### config.mk
export PLATFORM = sky130hd
export DESIGN_NAME = spi_master_tx
export DESIGN_NICKNAME = d
export VERILOG_FILES = /design/src/rtl/spi_master_tx.sv
export SDC_FILE = /design/constraint.sdc
export NUM_CORES = 1
export LEC_CHECK = 0
export ABC_CLOCK_PERIOD_IN_PS = 3100
export CORE_UTILIZATION = 59
export CTS_CLUSTER_DIAMETER = 100
export DETAILED_ROUTE_END_ITERATION = 10
export PLACE_DENSITY_LB_ADDON = 0.08
export SYNTH_ARGS = -nofsm -noshare
export SYNTH_HDL_FRONTEND = slang
export SYNTH_SLANG_ARGS = --single-unit
### constraint.sdc
create_clock -name clk -period 3.1 [get_ports clk]
set_clock_uncertainty 0.05 [all_clocks]
set_input_delay 0.62 -clock clk [delete_from_list [all_inputs] [get_ports clk]]
set_output_delay 0.62 -clock clk [all_outputs]
set_load 0.1 [all_outputs]
### src/rtl/spi_master_tx.sv
// SPI mode-0 master transmitter: one word per valid/ready handshake, framed by cs_n,
// shifted out MSB-first with sclk derived from a half-period counter.
`timescale 1ns/1ps
module spi_master_tx #(
  parameter int DATA_WIDTH = 8,
  parameter int DIV_COUNT  = 1020
) (
  input  logic                  clk,
  input  logic                  rst,
  input  logic [DATA_WIDTH-1:0] tx_data,
  input  logic                  tx_valid,
  output logic                  tx_ready,
  output logic                  sclk,
  output logic                  mosi,
  output logic                  cs_n,
  output logic                  done
);

  localparam int CW = (DIV_COUNT < 1) ? 1 : $clog2(DIV_COUNT + 1);
  localparam int BW = $clog2(DATA_WIDTH);
  localparam logic [CW-1:0] TC   = CW'(DIV_COUNT);
  localparam logic [BW-1:0] LAST = BW'(DATA_WIDTH - 1);

  typedef enum logic [2:0] {IDLE, LEAD, HIGH, LOW, TRAIL, GAP} state_t;

  state_t                state, state_nxt;
  logic [CW-1:0]         cnt, cnt_nxt;
  logic [BW-1:0]         bit_cnt, bit_cnt_nxt;
  // MSB goes straight to mosi on accept, so only the remaining bits are held
  logic [DATA_WIDTH-2:0] shreg, shreg_nxt;
  logic                  sclk_nxt, mosi_nxt, cs_n_nxt, done_nxt, ready_nxt;
  logic                  tick;

  always_ff @(posedge clk) begin
    if (rst) begin
      state    <= IDLE;
      cnt      <= '0;
      bit_cnt  <= '0;
      shreg    <= '0;
      sclk     <= 1'b0;
      mosi     <= 1'b0;
      cs_n     <= 1'b1;
      done     <= 1'b0;
      tx_ready <= 1'b1;
    end else begin
      state    <= state_nxt;
      cnt      <= cnt_nxt;
      bit_cnt  <= bit_cnt_nxt;
      shreg    <= shreg_nxt;
      sclk     <= sclk_nxt;
      mosi     <= mosi_nxt;
      cs_n     <= cs_n_nxt;
      done     <= done_nxt;
      tx_ready <= ready_nxt;
    end
  end

  always_comb begin
    state_nxt   = state;
    bit_cnt_nxt = bit_cnt;
    shreg_nxt   = shreg;
    sclk_nxt    = sclk;
    mosi_nxt    = mosi;
    cs_n_nxt    = cs_n;
    done_nxt    = 1'b0;
    tick        = (cnt == TC);
    if (state == IDLE) cnt_nxt = '0;
    else               cnt_nxt = tick ? '0 : cnt + 1'b1;

    case (state)
      IDLE: begin
        if (tx_valid && tx_ready) begin
          shreg_nxt   = tx_data[DATA_WIDTH-2:0];
          mosi_nxt    = tx_data[DATA_WIDTH-1];
          cs_n_nxt    = 1'b0;
          bit_cnt_nxt = '0;
          cnt_nxt     = '0;
          state_nxt   = LEAD;
        end
      end
      LEAD: begin
        if (tick) begin
          sclk_nxt  = 1'b1;
          state_nxt = HIGH;
        end
      end
      HIGH: begin
        if (tick) begin
          sclk_nxt = 1'b0;
          if (bit_cnt == LAST) begin
            state_nxt = TRAIL;
          end else begin
            bit_cnt_nxt = bit_cnt + 1'b1;
            mosi_nxt    = shreg[DATA_WIDTH-2];
            shreg_nxt   = shreg << 1;
            state_nxt   = LOW;
          end
        end
      end
      LOW: begin
        if (tick) begin
          sclk_nxt  = 1'b1;
          state_nxt = HIGH;
        end
      end
      TRAIL: begin
        if (tick) begin
          cs_n_nxt  = 1'b1;
          done_nxt  = 1'b1;
          mosi_nxt  = 1'b0;
          state_nxt = GAP;
        end
      end
      GAP: begin
        if (tick) state_nxt = IDLE;
      end
      default: state_nxt = IDLE;
    endcase

    ready_nxt = (state_nxt == IDLE);
  end

endmodule
==> results_dict.tcl <==
set metrics [dict create \
    worst_pin_slew_ps 639 \
    overflow 0 \
    max_freq_mhz 449 \
    crit_buf_inv 0 \
    dp_hpwl_mm 2.09 \
    synthTopCellsByArea "dfxtp_1 39%, nand3_1 6.2%, a21oi_1 4.2%" \
    grt_first_pass_wirelength_mm 4.86 \
    ios 16 \
    die_h_um 51.5 \
    synthesis.area_um2 1440 \
    crit_path_frequent_cell "ha_1" \
    globalplace.congestion 0.776 \
    worstPathCellList "ha_1, ha_1, nor4b_4, nand4_2, a22o_1, a21oi_1" \
    cp_max_fo 17 \
    drt_iter0_markers 35 \
    yosysMostFrequentCell "dfxtp_1" \
    syn_inst 165 \
    numCtsBuffers 3 \
    cp.arrival_ps 2450 \
    yosys_warnings 0 \
    synth_top_area_cell "dfxtp_1" \
    period_minus_slack_ps 2230 \
    finalCritPeriodShare 0.718 \
    critical_path.top_delay_family "simple AND/OR/NAND/NOR gates" \
    fp.dieArea_um2 2650 \
    ctsHtreeMaxLevel 1 \
    crit_type "reg -> reg" \
    fin_nets 190 \
    cts_hold_buf 0 \
    viasPerCell 6.18 \
    outcome "finished, final reports clean" \
    slew_viol_final 0 \
    ant_nets 0 \
    syn_to_final_growth_pct 10.9 \
    fillerInstances 204 \
    synth_edf_count 0 \
    slowest_stage "nand4_2" \
    core_um2 2250 \
    finalHoldViolations 0 \
    grt_pass1_vias 1124 \
    p_leak_nw 0.572 \
    slew_headroom 0.574 \
    startpoint_type "flip-flop" \
    cp.required_ps 3330 \
    rows 17 \
    clock-sinks 28 \
    max_cap_viol_count 0 \
    cts-root-buf "clkbuf_4" \
    whs_ps 433 \
    synthDistinctLibCells 42 \
    antenna_cells 0 \
    cts.path.max_buffers 2 \
    postCtsSetupRepairBufs 0 \
    cts_tree "built" \
    fin_tns_setup_ps 0 \
    grt_usage 0.245 \
    die_w_um 51.5 \
    drcViolationCount 0 \
    power.density_nw_per_um2 455 \
    wl_per_cell_um 14.8 \
    cp_slowest_stage_delay_ps 440 \
    num_vias 1248 \
    ir_drop_mv 0.352 \
    synth_fp_nets 180 \
    worst_hold_path_type "reg -> reg" \
    yosysSeqAreaShare 0.388 \
    grt_max_degree 22 \
    dr.pass1.iters 4 \
    cts_resized 0 \
    finalWirelength_mm 2.98 \
    drive_gt1_frac 0.109 \
    antenna_found_initial 0 \
    ys_top_cells_by_count "28 x dfxtp_1, 18 x nand3_1, 12 x a21oi_1, 12 x nand2_1, 12 x nor2_1" \
    syn_area_per_cell_um2 8.75 \
    finalSetupViolations 0 \
    synth_flop_cell "dfxtp_1" \
    port_buffers 15 \
    initial_core_util 0.640 \
    synth_top_cell_area_share 0.388 \
    crit_path_end_kind "flip-flop" \
    synth_seq_cells 28 \
    async_reset_ff_frac 0 \
    clk_latency_ps 340 \
    cts.clk_slew.worst_paths_ps 160 \
    rsz0062_at_grt "false" \
]
==> cell usage in the layout (no fill, tap or decap), drive strengths merged, types with 2 or more instances in the layout <==
master / instances
nor2: 12
xor2: 5
dfxtp: 28
clkdlybuf4s50: 10
a21o: 2
nand2: 12
and3: 2
buf: 6
a21oi: 12
nand2b: 2
nand4: 5
nand3: 18
or3: 2
nor3: 3
nand4b: 2
and4: 2
ha: 4
a22o: 6
nor3b: 2
nor2b: 3
xnor2: 4
o21ai: 9
o21bai: 3
clkbuf: 3
inv: 4
a211oi: 3
==> where the power goes <==
part	internal, mW	switching (mW)	total [mW]
clock network	0.131	0.118	0.248
logic	0.0355	0.0583	0.0938
registers	0.372	0.0150	0.387
==> metal layers <==
metal  routed length (µm)  track usage
met1                 1370        0.299
met4                   50       0.0991
met2                 1470        0.422
met5                    0            0
met3                   94       0.0417
==> state kept, by name (all words and copies together) (netlist names) <==
name / flops
bit_cnt: 3
cnt: 10
cs_n: 1
done: 1
mosi: 1
sclk: 1
shreg: 7
state: 3
tx_ready: 1
==> worst reg2reg max path, delay by kind of cell, from the launching register on <==
kind	cells	cell delay, ps
AO/OA/AOI/OAI	2	540
adder cells (fa/ha/maj)	2	470
flip-flops	1	370
AND/OR/NAND/NOR	2	740
==> path summary, 6_finish.rpt <==
kind               from  endpoint  slack [ps]  cells after the start
max          bit_cnt[0]  shreg[4]         870                      6
min            shreg[2]  shreg[2]         430                      2
max reg2reg  bit_cnt[0]  shreg[4]         870                      6
min reg2reg    shreg[2]  shreg[2]         430                      2
==> stage by stage <==
step / total power, mW / std cells / worst slack (ps) / instance area [µm²] / utilization
4_1_cts: 0.727 / 202 / 880 / 1600 / 0.710
2_1_floorplan: 0.462 / 165 / 1170 / 1440 / -
3_3_place_gp: 0.484 / 198 / 975 / 1550 / 0.687
6_report: 0.729 / 202 / 875 / 1600 / 0.710
3_5_place_dp: 0.488 / 198 / 869 / 1550 / 0.687
5_1_grt: 0.749 / 202 / 727 / 1600 / 0.710
==> logic make-up after synthesis <==
kind of cell | Yosys count | share of synthesized area
simple gates | 69 | 0.278
xor+xnor | 9 | 0.0546
compound gates | 40 | 0.182
fa+ha+maj | 4 | 0.0347
flops | 28 | 0.388
buf+inv | 15 | 0.0624
==> cell type report <==
class	instances	area, µm²	share of cell area
inverter	4	15.0	0.00937
clock inverter	1	30.0	0.0187
clock buffer	3	22.5	0.0141
tap	28	35.0	0.0219
timing repair buffer	16	145	0.0906
multi-input combinational	122	793	0.495
sequential	28	561	0.350
Power figures use the tool's default switching activity.
